### config.mk
export PLATFORM = sky130hd
export DESIGN_NAME = adc_capture_ctrl
export DESIGN_NICKNAME = d
export VERILOG_FILES = /design/src/rtl/adc_capture_pkg.sv /design/src/rtl/capture_len_counter.sv /design/src/rtl/adc_capture_ctrl.sv
export SDC_FILE = /design/constraint.sdc
export NUM_CORES = 1
export LEC_CHECK = 0
export ABC_AREA = 1
export CAP_MARGIN = 20
export CELL_PAD_IN_SITES_DETAIL_PLACEMENT = 0
export CELL_PAD_IN_SITES_GLOBAL_PLACEMENT = 1
export CORE_ASPECT_RATIO = 0.7
export CORE_MARGIN = 3
export CORE_UTILIZATION = 37
export DETAILED_ROUTE_END_ITERATION = 16
export PLACE_DENSITY = 0.83
export SETUP_SLACK_MARGIN = 0.1
export SKIP_LAST_GASP = 1
export SLEW_MARGIN = 5
export SYNTH_ARGS = -nofsm -noshare
export SYNTH_HDL_FRONTEND = slang
export SYNTH_SLANG_ARGS = --single-unit
### constraint.sdc
create_clock -name clk -period 2.2 [get_ports clk]
set_input_delay 0.22 -clock clk [delete_from_list [all_inputs] [get_ports clk]]
set_output_delay 0.22 -clock clk [all_outputs]
set_load 0.01 [all_outputs]
### src/rtl/adc_capture_pkg.sv
// adc_capture_pkg: shared types and default sizing for the ADC capture controller.
// The optional trigger-arm phase is enabled by defining ADC_CAPTURE_TRIG_EN.

package adc_capture_pkg;

   localparam int ADC_NUM_CH_DEF = 2;
   localparam int ADC_CNT_W_DEF  = 16;

   typedef enum logic [3:0] {
      IDLE   = 4'b0001,
      ARM    = 4'b0010,
      BUFFER = 4'b0100,
      DRAIN  = 4'b1000
   } capture_state_t;

endpackage

### src/rtl/capture_len_counter.sv
// capture_len_counter: loadable, clearable up-counter that saturates at all-ones.
// tc flags count == tc_val so the owner can end a burst on the cycle that makes
// the programmed number of writes.

module capture_len_counter #(
   parameter int CNT_W = 16
) (
   input  logic             clk,
   input  logic             rstn,
   input  logic             clr,
   input  logic             load,
   input  logic [CNT_W-1:0] load_val,
   input  logic             inc,
   input  logic [CNT_W-1:0] tc_val,
   output logic [CNT_W-1:0] count,
   output logic             tc
);

   logic [CNT_W-1:0] count_q;

   // Clear beats load beats increment; increment stops at all-ones instead of wrapping.
   always_ff @(posedge clk or negedge rstn) begin
      if (!rstn) begin
         count_q <= '0;
      end else if (clr) begin
         count_q <= '0;
      end else if (load) begin
         count_q <= load_val;
      end else if (inc && (count_q != '1)) begin
         count_q <= count_q + CNT_W'(1);
      end
   end

   assign count = count_q;
   assign tc    = (count_q == tc_val);

endmodule

### src/rtl/adc_capture_ctrl.sv
// adc_capture_ctrl: gates per-channel FIFO writes for fixed-length or
// fill-until-full capture bursts, waits for readout to drain the enabled FIFOs,
// then finishes or re-arms. Define ADC_CAPTURE_TRIG_EN to add the trig input and
// an ARM phase that holds off each burst until trig is seen.
//
// state  | meaning
// IDLE   | waiting for start with a non-zero channel mask
// ARM    | (trigger build only) waiting for trig before writing
// BUFFER | writing the latched channel mask every cycle
// DRAIN  | writes stopped, waiting for every enabled FIFO to read empty

module adc_capture_ctrl
   import adc_capture_pkg::*;
#(
   parameter int NUM_CH = ADC_NUM_CH_DEF,
   parameter int CNT_W  = ADC_CNT_W_DEF
) (
   input  logic              clk,
   input  logic              rstn,
`ifdef ADC_CAPTURE_TRIG_EN
   input  logic              trig,
`endif
   input  logic              start,
   input  logic              abort,
   input  logic              continuous,
   input  logic [CNT_W-1:0]  capture_len,
   input  logic [NUM_CH-1:0] ch_en,
   input  logic [NUM_CH-1:0] fifo_full,
   input  logic [NUM_CH-1:0] fifo_empty,
   output logic [NUM_CH-1:0] wr_en,
   output logic              busy,
   output logic              done,
   output logic [CNT_W-1:0]  sample_cnt,
   output logic              trunc
);

`ifdef ADC_CAPTURE_TRIG_EN
   localparam capture_state_t BURST_ENTRY = ARM;
`else
   localparam capture_state_t BURST_ENTRY = BUFFER;
`endif

   capture_state_t    state_q;
   capture_state_t    state_nxt;

   logic [NUM_CH-1:0] ch_en_q;
   logic [CNT_W-1:0]  cap_len_q;
   logic              done_q;
   logic              trunc_q;

   logic              do_latch;
   logic              cnt_clr;
   logic              cnt_inc;
   logic              trunc_set;
   logic              done_nxt;

   logic              full_hit;
   logic              all_empty;
   logic              len_hit;
   logic              cnt_tc;
   logic [CNT_W-1:0]  cnt_val;
   logic [CNT_W-1:0]  tc_val;

   // Disabled channels never stop a burst nor hold off the drain.
   assign full_hit  = |(fifo_full & ch_en_q);
   assign all_empty = &(fifo_empty | ~ch_en_q);

   // Terminal count sits one below the length so the compare fires on the last write.
   assign tc_val  = cap_len_q - CNT_W'(1);
   assign len_hit = (cap_len_q != '0) && cnt_tc;

   capture_len_counter #(
      .CNT_W (CNT_W)
   ) u_len_cnt (
      .clk      (clk),
      .rstn     (rstn),
      .clr      (cnt_clr),
      .load     (1'b0),
      .load_val ('0),
      .inc      (cnt_inc),
      .tc_val   (tc_val),
      .count    (cnt_val),
      .tc       (cnt_tc)
   );

   // State register.
   always_ff @(posedge clk or negedge rstn) begin
      if (!rstn) begin
         state_q <= IDLE;
      end else begin
         state_q <= state_nxt;
      end
   end

   // Next state and per-cycle control strobes; abort overrides everything and leaves counters alone.
   always_comb begin
      state_nxt = state_q;
      do_latch  = 1'b0;
      cnt_clr   = 1'b0;
      cnt_inc   = 1'b0;
      trunc_set = 1'b0;
      done_nxt  = 1'b0;
      if (abort) begin
         state_nxt = IDLE;
      end else begin
         case (state_q)
            IDLE: begin
               if (start && (ch_en != '0)) begin
                  do_latch  = 1'b1;
                  cnt_clr   = 1'b1;
                  state_nxt = BURST_ENTRY;
               end
            end
            ARM: begin
`ifdef ADC_CAPTURE_TRIG_EN
               if (trig) begin
                  state_nxt = BUFFER;
               end
`else
               state_nxt = IDLE;
`endif
            end
            BUFFER: begin
               cnt_inc = 1'b1;
               if (len_hit || full_hit) begin
                  state_nxt = DRAIN;
                  trunc_set = full_hit && !len_hit;
               end
            end
            DRAIN: begin
               if (all_empty) begin
                  if (continuous) begin
                     cnt_clr   = 1'b1;
                     state_nxt = BURST_ENTRY;
                  end else begin
                     done_nxt  = 1'b1;
                     state_nxt = IDLE;
                  end
               end
            end
            default: begin
               state_nxt = IDLE;
            end
         endcase
      end
   end

   // Channel mask and length are frozen for the whole capture once start is accepted.
   always_ff @(posedge clk or negedge rstn) begin
      if (!rstn) begin
         ch_en_q   <= '0;
         cap_len_q <= '0;
      end else if (do_latch) begin
         ch_en_q   <= ch_en;
         cap_len_q <= capture_len;
      end
   end

   // Completion pulse and sticky truncation flag.
   always_ff @(posedge clk or negedge rstn) begin
      if (!rstn) begin
         done_q  <= 1'b0;
         trunc_q <= 1'b0;
      end else begin
         done_q <= done_nxt;
         if (do_latch) begin
            trunc_q <= 1'b0;
         end else if (trunc_set) begin
            trunc_q <= 1'b1;
         end
      end
   end

   assign wr_en      = (state_q == BUFFER) ? ch_en_q : '0;
   assign busy       = (state_q != IDLE);
   assign done       = done_q;
   assign sample_cnt = cnt_val;
   assign trunc      = trunc_q;

endmodule

==> flow_results.org, run 1 <==
** GRT
- Met2 Track Usage GR :: 25.4%
- The first global-routing pass estimated 11600 µm of wire.
- Global route hottest layer :: met1
- Global Route Usage Sum :: 18.6%
- Number of antenna violations at the first check in global routing :: 0
- Met3 Resource Use GR :: 3.98%
- Pin count of the biggest net entering global routing :: 40
- Via count of the first global-routing pass :: 2258
- GRT overflow :: 0
- Met1 track demand over resource :: 29.2%

** Yosys
- The synthesized design spends more area on one cell type than any other, namely dfrtp_1.
- Ranked by total cell area, the synthesized netlist is headed by dfrtp_1 37%, nand2_1 16%, inv_1 6.9%.
- Counting instances in the post-synthesis netlist gives the leading cell types as 108 x nand2_1, 47 x inv_1, 38 x dfrtp_1, 36 x nor2_1, 21 x nand3_1.
- In the synthesized netlist the dominant register cell turns out to be dfrtp_1.
- In this run the biggest area consumer among cell types represents 37.2% of the synthesized area.
- In this run, distinct cell masters in the synthesized netlist total 38.
- Warnings, synthesis :: 0
- Synthesized netlist net count :: 389
- After synthesis the netlist holds a flip-flop and latch count of 39.
- For this run, asynchronously set or reset flops after synthesis account for 100%.
- Dividing the synthesized area by the synthesized cell count gives 7.10 µm².
- Synthesized instance count :: 360
- The mapped netlist covers 2560 µm².
- Sequential elements use 38.2% of the synthesized area.
- Counting flops with a built-in enable in the synthesized netlist gives 0.
- Cell with the most instances after synthesis :: nand2_1

** Critical path
- Minimum setup slack among reg-to-reg paths :: 0.27 ns
- The setup path with the least slack is of type reg -> reg.
- Arrival time at the worst endpoint :: 2.13 ns
- Data required, critical path :: 2.39 ns
- The worst setup path is captured at a register.
- Critical Path Start Type :: register
- Worst Path Max Fanout :: 6

** Run
- Max-cap violations in this run came to 0.

** Clock network
- Sink Count :: 39
- The H-tree generated during clock tree synthesis spans 2 levels.
- Number of buffers inserted during clock tree synthesis :: 5
- Counting along the longest clock path gives a buffer depth of 2.
- TritonCTS built the clock tree.
- Clock latency on the worst-skew pair, taken at its later pin, is 0.29 ns.
- Clock tree root buffer cell :: clkbuf_8
- Clock-pin slew was measured on the worst setup and hold paths at 0.08 ns.

** Floorplan
- 48 I/O pins were placed.
- Once the floorplan was initialized, standard cells occupied 39.6% of the core.
- Die outline width :: 105 µm
- After floorplanning, the core was sized to cover 6460 µm².
- Row generation in the floorplan step produced 24 rows.
- Overall die area :: 7960 µm²
- The die is 75.6 µm tall.

** Detailed routing
- Detailed-route wire length :: 6860 µm
- After detailed routing, the average wire length per cell comes to 13.5 µm.
- Vias per inst :: 4.73
- DR DRC count :: 0
- Once detail routing completed, the nets flagged for antenna violations numbered 0.
- Before antenna repair, the detailed router went through 4 iterations.
- For this block, the initial DRC count from the detailed router was 132.
- Detailed-route via count :: 2405

** Place
- The number of placed instances, taps included, is 498.
- Routability-driven placement finished with a final weighted congestion of 0.883.
- The HPWL after detailed placement is 5300 µm.
- During placement, the flow inserted port buffers numbering 47.
- Once placement finished, the instance area stood at 3150 µm².

** Timing
- At the pin with the least slew margin, the transition time is 0.913 ns.
- The final-report max-slew violation count was 0.
- Setup total negative slack on the finished layout was measured at 0 ns.
- Setup repair after global routing missed its margin :: no
- Based on the critical path, the design can be clocked at up to 517 MHz.
- Time the final worst path needs with I/O delays and setup :: 1.93 ns
- Slew Limit Headroom :: 39.2%
- After layout, the worst path uses 87.9% of the clock period.
- Setup violations remaining at the end of the flow were counted as 0.
- The final count of hold timing violations was 0.
- Across the routed clock network, the largest skew measured is 0.00479 ns.

** Finish
- Layout-stage area growth over the synthesis result :: 28.7%
- Fraction of layout instances using a drive strength above 1 :: 11.3%
- The finished layout holds 508 standard cells, fillers aside.
- Final antenna diode count :: 0
- In the final design database the tool counted 445 nets.
- Post-route cell area :: 3290 µm²

** Power
- Max IR drop VDD :: 0.000351 V
- The share of total power dissipated in combinational logic is 46.3%.
- Power density relative to cell area :: 974 nW/µm²
- In this run, flip-flops and latches consume 36.9% of the power.
- Cell internal power was estimated by the tool at 1830 µW.
- Fraction of power consumed by the clock network :: 16.7%
- For this design the static power due to leakage is 0.00151 µW.
- Sw Share :: 42.9%
- The analysis attributes to net switching a power of 1380 µW.

** Min path
- The min-delay analysis places its worst path in the category in -> async.

** Status
- Outcome :: completed
registers in the layout, indices dropped and copies added (netlist names):
signal and flops:
cap_len_q 16, ch_en_q 2, done 1, state_q 3
trunc 1, u_len_cnt.count 16
power groups by stage:
| stage | logic [µW] | clock network (µW) | registers, µW |
|---|---|---|---|
| after floorplan | 1030 | 0 | 1140 |
| after global placement | 1450 | 0 | 1190 |
| after detailed placement | 1470 | 0 | 1190 |
| after CTS | 1480 | 561 | 1180 |
| after global routing | 1720 | 588 | 1220 |
| final | 1490 | 536 | 1190 |
cell type report:
type / count / area, µm²
fill: 661 / 3160
multi-input combinational: 267 / 1400
timing repair buffer: 53 / 510
inverter: 50 / 188
tap: 91 / 114
sequential: 39 / 977
clock buffer: 8 / 100
worst paths after layout:
path	start	endpoint	cells past startpoint
worst max-delay path	u_len_cnt.count[1]	u_len_cnt.count[14]	10
worst min-delay path	rstn	u_len_cnt.count[1]	1
worst max register to register	u_len_cnt.count[1]	u_len_cnt.count[14]	10
worst min register to register	trunc	trunc	2
max in group asynchronous	rstn	u_len_cnt.count[7]	1
min in group clk	capture_len[14]	cap_len_q[14]	3
logic make-up after synthesis:
logic type / count (synthesis) / synth area share, %
simple gates: 204 / 36.8
buf+inv: 55 / 8.37
flops: 39 / 38.2
xor+xnor: 18 / 6.16
compound gates: 42 / 9.49
fa+ha+maj: 2 / 0.978
layout by cell type, fill, tap and decap left out, types with 2 or more instances in the layout:
master,Yosys,final
a21oi_1,10,10
nor3_1,9,9
inv_2,3,3
buf_4,1,6
or2_2,3,3
clkbuf_8,0,7
nor2_4,3,3
dfrtp_1,38,38
xnor2_1,7,7
xor2_1,11,11
clkdlybuf4s50_1,0,46
nor3_2,4,3
nor2_1,36,36
o21ai_1,6,6
inv_1,47,47
nor4_1,2,2
o31ai_1,2,2
nand2_2,4,6
nand2_1,108,107
nand3_1,21,21
nor2_2,5,5
o21ai_0,17,17
o22ai_1,2,2
nand3b_1,2,2
stage by stage:
step	hold slack, ns	util (%)	total power (µW)	setup slack, ns
2_1_floorplan	-0.0756	-	2180	0.503
3_3_place_gp	0.404	48.9	2630	0.193
3_5_place_dp	0.405	48.9	2660	0.193
4_1_cts	0.0856	50.4	3220	0.158
5_1_grt	0.128	51.0	3530	0.0921
6_report	0.0585	51.0	3210	0.267
repair_timing:
action                     in CTS  in global routing
resized for setup               0                  4
hold buffers                    0                  0
setup endpoints to repair       0                 14
buffers inserted                0                  1
critical path, cell delays in order (launching register included):
cell     delay, ns
dfrtp_1       0.45
ha_4          0.18
nand2_1       0.10
nor2_2        0.14
nand2_1       0.12
nor2_2        0.15
nand4_4       0.12
nand2_4       0.16
inv_2         0.09
and3_1        0.16
nor3_2        0.16
per-layer routing:
metal  vias up  wire length (µm)
li1       1262                 -
met1      1071              3830
met2        65              2560
met3         7               394
met4         0                70
met5         -                 0
Power figures use the tool's default switching activity.
==> run 2: changes to the inputs <==
--- a/config.mk
+++ b/config.mk
@@ -14,7 +14,7 @@
 export CORE_UTILIZATION = 37
 export DETAILED_ROUTE_END_ITERATION = 16
 export PLACE_DENSITY = 0.83
-export SETUP_SLACK_MARGIN = 0.1
+export SETUP_SLACK_MARGIN = 0.5
 export SKIP_LAST_GASP = 1
 export SLEW_MARGIN = 5
 export SYNTH_ARGS = -nofsm -noshare
==> flow_results.org, run 2 (synthesized netlist as in run 1, its figures left out) <==
** Power
- Switching pwr :: 1570 µW (+14%)
- Max IR drop VDD :: 0.000383 V (+9.0%)
- The share of total power in combinational logic was 51.5% (+5.2 points).
- The switching part of the total was 43.0% (+0.14 points).
- Share of power burned in registers :: 33.7% (-3.2 points)
- Internal power consumption :: 2070 µW (+13%)
- Fraction of power consumed by the clock network :: 14.8% (-1.9 points)
- P_leak :: 0.00175 µW (+15%)
- Power density relative to cell area :: 974 nW/µm² (about the same)

** Place
- Total cell area at the placement stage :: 3150 µm² (unchanged)
- The post-detailed-placement half-perimeter wirelength came to 5300 µm (unchanged).
- The final weighted congestion of routability-driven global placement was 0.883 (unchanged).
- The number of input and output port buffers inserted was 47 (unchanged).

** Timing
- Final cycle utilization of the critical path :: 78.7% (-9.2 points)
- The setup total negative slack is 0 ns (unchanged).
- The final count of hold timing violations was 0 (unchanged).
- The achievable clock frequency was 577 MHz (+12%).
- The transition at the pin with the smallest max-transition slack is 0.911 ns (-0.00119 ns).
- Setup repair after global routing could not meet its margin everywhere.
- Slew Limit Headroom :: 39.2% (+0.079 points)
- Time the final worst path needs with I/O delays and setup :: 1.73 ns (-0.201 ns)
- Final setup skew :: 0.00521 ns (+0.000420 ns)
- The setup-violating endpoint count in the final report was 0 (unchanged).
- The final-report max-slew violation count came to 0 (unchanged).

** Clock network
- Number of buffers inserted during clock tree synthesis :: 5 (unchanged)
- The root buffer cell chosen for the clock tree is clkbuf_8.
- Max Buffers Root-to-Sink :: 2 (unchanged)
- The hold-fix buffer count after cts came to 0 (unchanged).
- The number of clock sinks was 39 (unchanged).
- The insertion delay to the later sink of the worst-skew pair was 0.29 ns (about the same).
- CTS H-tree depth :: 2 (unchanged)
- TritonCTS built the clock tree.
- The clock slew seen by the registers of the worst setup and hold paths is 0.08 ns (about the same).

** GRT
- The number of global-route vias before repair came to 2408 (+6.6%).
- GRT overflow :: 0 (unchanged)
- Number of antenna violations at the first check in global routing :: 0 (unchanged)
- The global-route usage over all layers was 19.3% (+0.79 points).
- The global-route wire length before repair came to 12100 µm (+4.5%).
- The pin count of the biggest net entering global routing came to 40 (unchanged).

** Detailed routing
- Post-detailed-route wirelength per cell :: 14.3 µm (+6.1%)
- DR DRC count :: 0 (unchanged)
- Drt first pass iters :: 5 (+1)
- The final wirelength is 7650 µm (+12%).
- Detailed-route via count :: 2578 (+7.2%)
- First-iteration detailed-routing DRC count :: 168 (+27%)
- The number of routed nets with antenna violations came to 0 (unchanged).
- The routed metal-1 wirelength is 4020 µm (+5.1%).
- The wire length on met2 was 2960 µm (+16%).
- The detailed router used layers up to and including met4.
- The sum of met3 wire segment lengths after detailed routing is 579 µm (+47%).
- Vias per inst :: 4.83 (+2.0%)

** Critical path
- The signal arrival time at the worst endpoint is 1.91 ns (-0.22 ns).
- Grouping stages by cell kind, the critical path spends the most delay in simple AND/OR/NAND/NOR gates.
- WP buf/inv :: 2 (+1)
- STA classifies the critical path startpoint as a register.
- The largest stage delay on the critical path is 0.39 ns (-0.06 ns).
- WS Path Type :: reg -> reg
- STA classifies the critical path endpoint as a register.
- The required time of the critical path came to 2.38 ns (about the same).
- The signal on the critical path passes through inv_2, buf_4, nand2_4, nor2_4, nand2_1, nor2_2, xor2_1, nor2_1, nand3_1, nand2_2, nand2_1, nor2_1.
- Standard cell with the maximum stage delay on the critical path :: dfrtp_1
- The largest fanout on the critical path is 5 (-1).

** Finish
- The share of layout cells above drive strength 1 is 26.4% (+15 points).
- Relative to the synthesized area, the layout overhead comes to 46.1%.
- The area of the multi-input gates came to 1550 µm² (+11%).
- Most common cell after layout, fill and taps aside :: nand2_1
- Commonest cells after routing, fill and taps aside :: 100 x nand2_1, 43 x clkdlybuf4s50_1, 42 x inv_1, 29 x dfrtp_1, 27 x nor2_1
- The final standard cell utilization of the core came to 57.9% (+6.9 points).
- The area taken by flip-flops and latches came to 988 µm² (+1.2%).
- Post-route cell area :: 3740 µm² (+13%)
- The count of antenna diodes in the layout is 0 (unchanged).
- The fill cell instance count of the final layout is 617 (-6.7%).
- The final-stage net count is 471 (+5.8%).

** Floorplan
- Die Height :: 75.6 µm (unchanged)
- The number of standard-cell rows in the floorplan came to 24 (unchanged).
- The core region area came to 6460 µm² (unchanged).
- Die outline width :: 105 µm (unchanged)
- The boundary pin count is 48 (unchanged).
- Overall die area :: 7960 µm² (unchanged)
- Initial cell density of the core :: 39.6% (unchanged)

** Status
- Outcome :: completed

** Min path
- In this run the worst hold path is classified as in -> async.

** Run
- The max-cap check violation count was 0 (unchanged).
run 2: worst reg2reg max path: stages, from the launching register on:
cell     delay, ns
dfrtp_1       0.39
inv_2         0.09
buf_4         0.14
nand2_4       0.08
nor2_4        0.18
nand2_1       0.09
nor2_2        0.09
xor2_1        0.19
nor2_1        0.06
nand3_1       0.12
nand2_2       0.09
nand2_1       0.06
nor2_1        0.04
run 2: through the flow:
| step | hold WS, ns | cells | total power [µW] | setup WS (ns) |
|---|---|---|---|---|
| 6_report | 0.0573 | 534 | 3640 | 0.468 |
| 5_1_grt | 0.124 | 534 | 3960 | 0.307 |
| 2_1_floorplan | -0.0756 | 360 | 2180 | 0.503 |
| 3_3_place_gp | 0.404 | 498 | 2630 | 0.193 |
| 3_5_place_dp | 0.405 | 498 | 2660 | 0.193 |
| 4_1_cts | 0.0852 | 524 | 3510 | 0.439 |
run 2: repair_timing:
item / in CTS / in global routing
gates cloned: 0 / 3
setup endpoints to repair: 32 / 33
pin swaps: 25 / 16
resized for setup: 54 / 23
setup buffers: 18 / 7
run 2: final timing paths:
kind / from / to / slack [ns] / cells past startpoint
worst min register to register: trunc / trunc / 0.52 / 2
worst max register to register: cap_len_q[0] / state_q[3] / 0.47 / 12
min in group clk: capture_len[8] / cap_len_q[8] / 0.46 / 3
worst min-delay path: rstn / u_len_cnt.count[1] / 0.06 / 1
worst max-delay path: cap_len_q[0] / state_q[3] / 0.47 / 12
max in group asynchronous: rstn / cap_len_q[5] / 1.51 / 1
run 2: cell type report:
class	instances	share of cell area, %
Multi-Input combinational cell	266	41.6
Sequential cell	39	26.5
Timing Repair Buffer	80	21.1
Inverter	50	5.16
Tap cell	91	3.05
Clock buffer	8	2.68
run 2: routing by layer:
layer | vias up | GRT usage (%)
li1 | 1308 | -
met1 | 1165 | 29.5
met2 | 96 | 28.0
met3 | 9 | 3.90
met4 | 0 | 4.80
met5 | - | 0
run 2: power by group through the flow:
| stage | clock, µW | sequential (µW) | combinational [µW] |
|---|---|---|---|
| 5_1_grt | 585 | 1260 | 2110 |
| 3_5_place_dp | 0 | 1190 | 1470 |
| 2_1_floorplan | 0 | 1140 | 1030 |
| 3_3_place_gp | 0 | 1190 | 1450 |
| 6_report | 540 | 1230 | 1870 |
| 4_1_cts | 561 | 1210 | 1740 |
==> run 3: changes to the inputs <==
==> constraint.sdc (replaced) <==
create_clock -name clk -period 1.7 [get_ports clk]
set_input_delay 0.17 -clock clk [delete_from_list [all_inputs] [get_ports clk]]
set_output_delay 0.17 -clock clk [all_outputs]
set_load 0.01 [all_outputs]
==> flow_results.org, run 3 (synthesized netlist as in run 1, its figures left out) <==
** Power
- Power density relative to cell area :: 1220 nW/µm² (+25%)
- The leakage power figure came to 0.00221 µW (+27%).
- Total power :: 5490 µW (+51%)
- Max IR drop VDD :: 0.000733 V (+91%)

** Finish
- Sequential standard cell area :: 986 µm² (-0.25%)
- The share of layout cells above drive strength 1 is 49.0% (+23 points).
- Commonest cells after routing, fill and taps aside :: 73 x nand2_1, 48 x buf_4, 38 x inv_1, 31 x dfrtp_1, 31 x buf_6
- Multi-input logic area :: 1830 µm² (+18%)
- The final standard cell utilization of the core was 69.8% (+12 points).
- Net count of the finished layout :: 522 (+11%)
- The non-filler instance count after layout came to 585 (+9.6%).
- Leaving out fill and tap cells, the most frequent cell in the layout is nand2_1.
- The count of antenna diodes in the layout was 0 (unchanged).
- Layout-stage area growth over the synthesis result :: 76.2%
- The fill cell instance count of the final layout came to 497 (-19%).

** Timing
- Setup repair after global routing missed its margin :: yes
- Highest clock frequency the design can meet :: 551 MHz (-4.5%)
- Slew Limit Headroom :: 60.8% (+22 points)
- The clock period minus worst slack came to 1.81 ns (+0.0825 ns).
- The final clock skew is 0.0106 ns (+0.00541 ns).
- The setup-violating endpoint count in the final report is 16 (+16).
- Final cycle utilization of the critical path :: 107% (+28 points)
- The setup slack of the critical path after layout came to -0.114 ns (-0.583 ns).
- The final count of hold timing violations came to 0 (unchanged).
- Worst Max-Slew Pin Slew :: 0.581 ns (-0.331 ns)
- The final-report max-slew violation count was 0 (unchanged).

** Clock network
- Clock transition time at the flip-flop clock pins of the worst setup and hold paths :: 0.08 ns (about the same)
- Sink Count :: 39 (unchanged)
- TritonCTS built the clock tree.
- Clock tree root buffer cell :: clkbuf_8
- Skew-Pair Late Insertion Delay :: 0.30 ns (about the same)
- The maximum level of the CTS H-tree was 2 (unchanged).
- The buffer depth of the longest clock path came to 2 (unchanged).
- The clock buffer count from CTS came to 5 (unchanged).

** Min path
- The worst hold path belongs to the class in -> async.

** GRT
- The number of antenna violations at the first check in global routing came to 0 (unchanged).
- The total grt overflow came to 0 (unchanged).
- Global Route Usage Sum :: 22.6% (+3.3 points)
- Via count of the first global-routing pass :: 2678 (+11%)
- Pin count of the biggest net entering global routing :: 23 (-43%)
- Wire length of the first global-routing pass :: 13800 µm (+15%)

** Status
- Violated checks :: setup timing
- Outcome :: finished with violations

** Critical path
- Peak per-stage delay on the critical path :: 0.39 ns (about the same)
- The critical path goes through inv_2, ha_4, inv_2, nand2_2, nand2_2, nor2_4, nand3_2, nor2_2, nand3_2, nor2_2, nand3_2, nand2_2, nand2_1, nor2_1.
- Worst Path Max Fanout :: 3 (-2)
- By startpoint and endpoint, the worst setup path is classified as reg -> reg.
- Critical Path Start Type :: register
- STA classifies the critical path endpoint as a register.
- The signal arrival time at the worst endpoint came to 2.05 ns (+0.14 ns).
- For this design, the slowest cell found on the critical path is dfrtp_1.
- Data required, critical path :: 1.93 ns (-0.45 ns)
- WP buf/inv :: 2 (unchanged)
- Among cell families on the critical path, the largest total delay comes from simple AND/OR/NAND/NOR gates.

** Detailed routing
- Total met2 wirelength after detailed routing :: 4230 µm (+43%)
- Drt first pass iters :: 5 (unchanged)
- Vias per inst :: 4.91 (+1.8%)
- Detailed-route via count :: 2875 (+12%)
- DR DRC count :: 0 (unchanged)
- Met1 routed wirelength after detailed routing :: 4390 µm (+9.2%)
- Residual antenna-violating net count after detailed routing :: 0 (unchanged)
- The sum of met3 wire segment lengths after detailed routing came to 521 µm (-10%).
- The final wirelength was 9200 µm (+20%).
- First-iteration detailed-routing DRC count :: 167 (-0.60%)
- Top layer in use :: met4
- The mean routed wirelength per cell was 15.7 µm (+9.8%).

** Place
- The post-detailed-placement half-perimeter wirelength was 5840 µm (+10%).
- Global placer's final weighted congestion :: 0.850 (-3.7%)
- Port Buffers :: 47 (unchanged)
- Placed Cells :: 533 (+7.0%)
- The post-placement worst setup slack is -0.219 ns (-0.413 ns).

** Floorplan
- The number of standard-cell rows in the floorplan came to 24 (unchanged).
- The core region area was 6460 µm² (unchanged).
- Overall die area :: 7960 µm² (unchanged)
- Initial cell density of the core :: 39.6% (unchanged)
- Die outline width :: 105 µm (unchanged)
- Count of pins on the block boundary :: 48 (unchanged)
- The vertical extent of the die was 75.6 µm (unchanged).

** Run
- The max-cap check violation count came to 0 (unchanged).
==> run 3: repair_timing <==
action,in CTS,in global routing
hold buffers,1,0
setup buffers,26,12
cloned,5,0
pin swaps,18,31
setup endpoints to repair,59,53
resized for setup,148,100
hold endpoints to repair,16,0
==> run 3: metal layers <==
metal  up-vias  track usage, %
li1       1424               -
met1      1361            33.3
met2        80            35.6
met3        10            3.90
met4         0            4.37
met5         -               0
==> run 3: worst paths after layout <==
path	start	to	slack (ns)	cells past startpoint
max reg2reg	cap_len_q[1]	state_q[3]	-0.11	14
max in group asynchronous	rstn	u_len_cnt.count[14]	0.81	3
min in group clk	capture_len[6]	cap_len_q[6]	0.41	3
min reg2reg	trunc	trunc	0.52	2
max	cap_len_q[1]	state_q[3]	-0.11	14
min	rstn	cap_len_q[0]	0.38	2
==> run 3: layout make-up <==
cell class | count | area share (%)
multi-input cells | 266 | 40.7
repair buffers | 130 | 27.9
flip-flops and latches | 39 | 21.9
inverters | 50 | 4.55
well taps | 91 | 2.53
clock buffers | 8 | 2.22
repair inverters | 1 | 0.250
==> run 3: per-stage QoR <==
step / TNS, ns / hold slack [ns] / cell area (µm²)
finish: -0.525 / 0.376 / 4510
floorplan: 0 / -0.126 / 2630
CTS: -0.199 / 0.378 / 4080
global placement: -2.76 / 0.146 / 3470
detailed placement: -3.02 / 0.152 / 3470
global route: -3.63 / 0.413 / 4510
==> run 3: power by group <==
group	total (µW)	switching [µW]	internal, µW
combinational	3210	1670	1540
sequential	1560	347	1220
clock	720	349	371
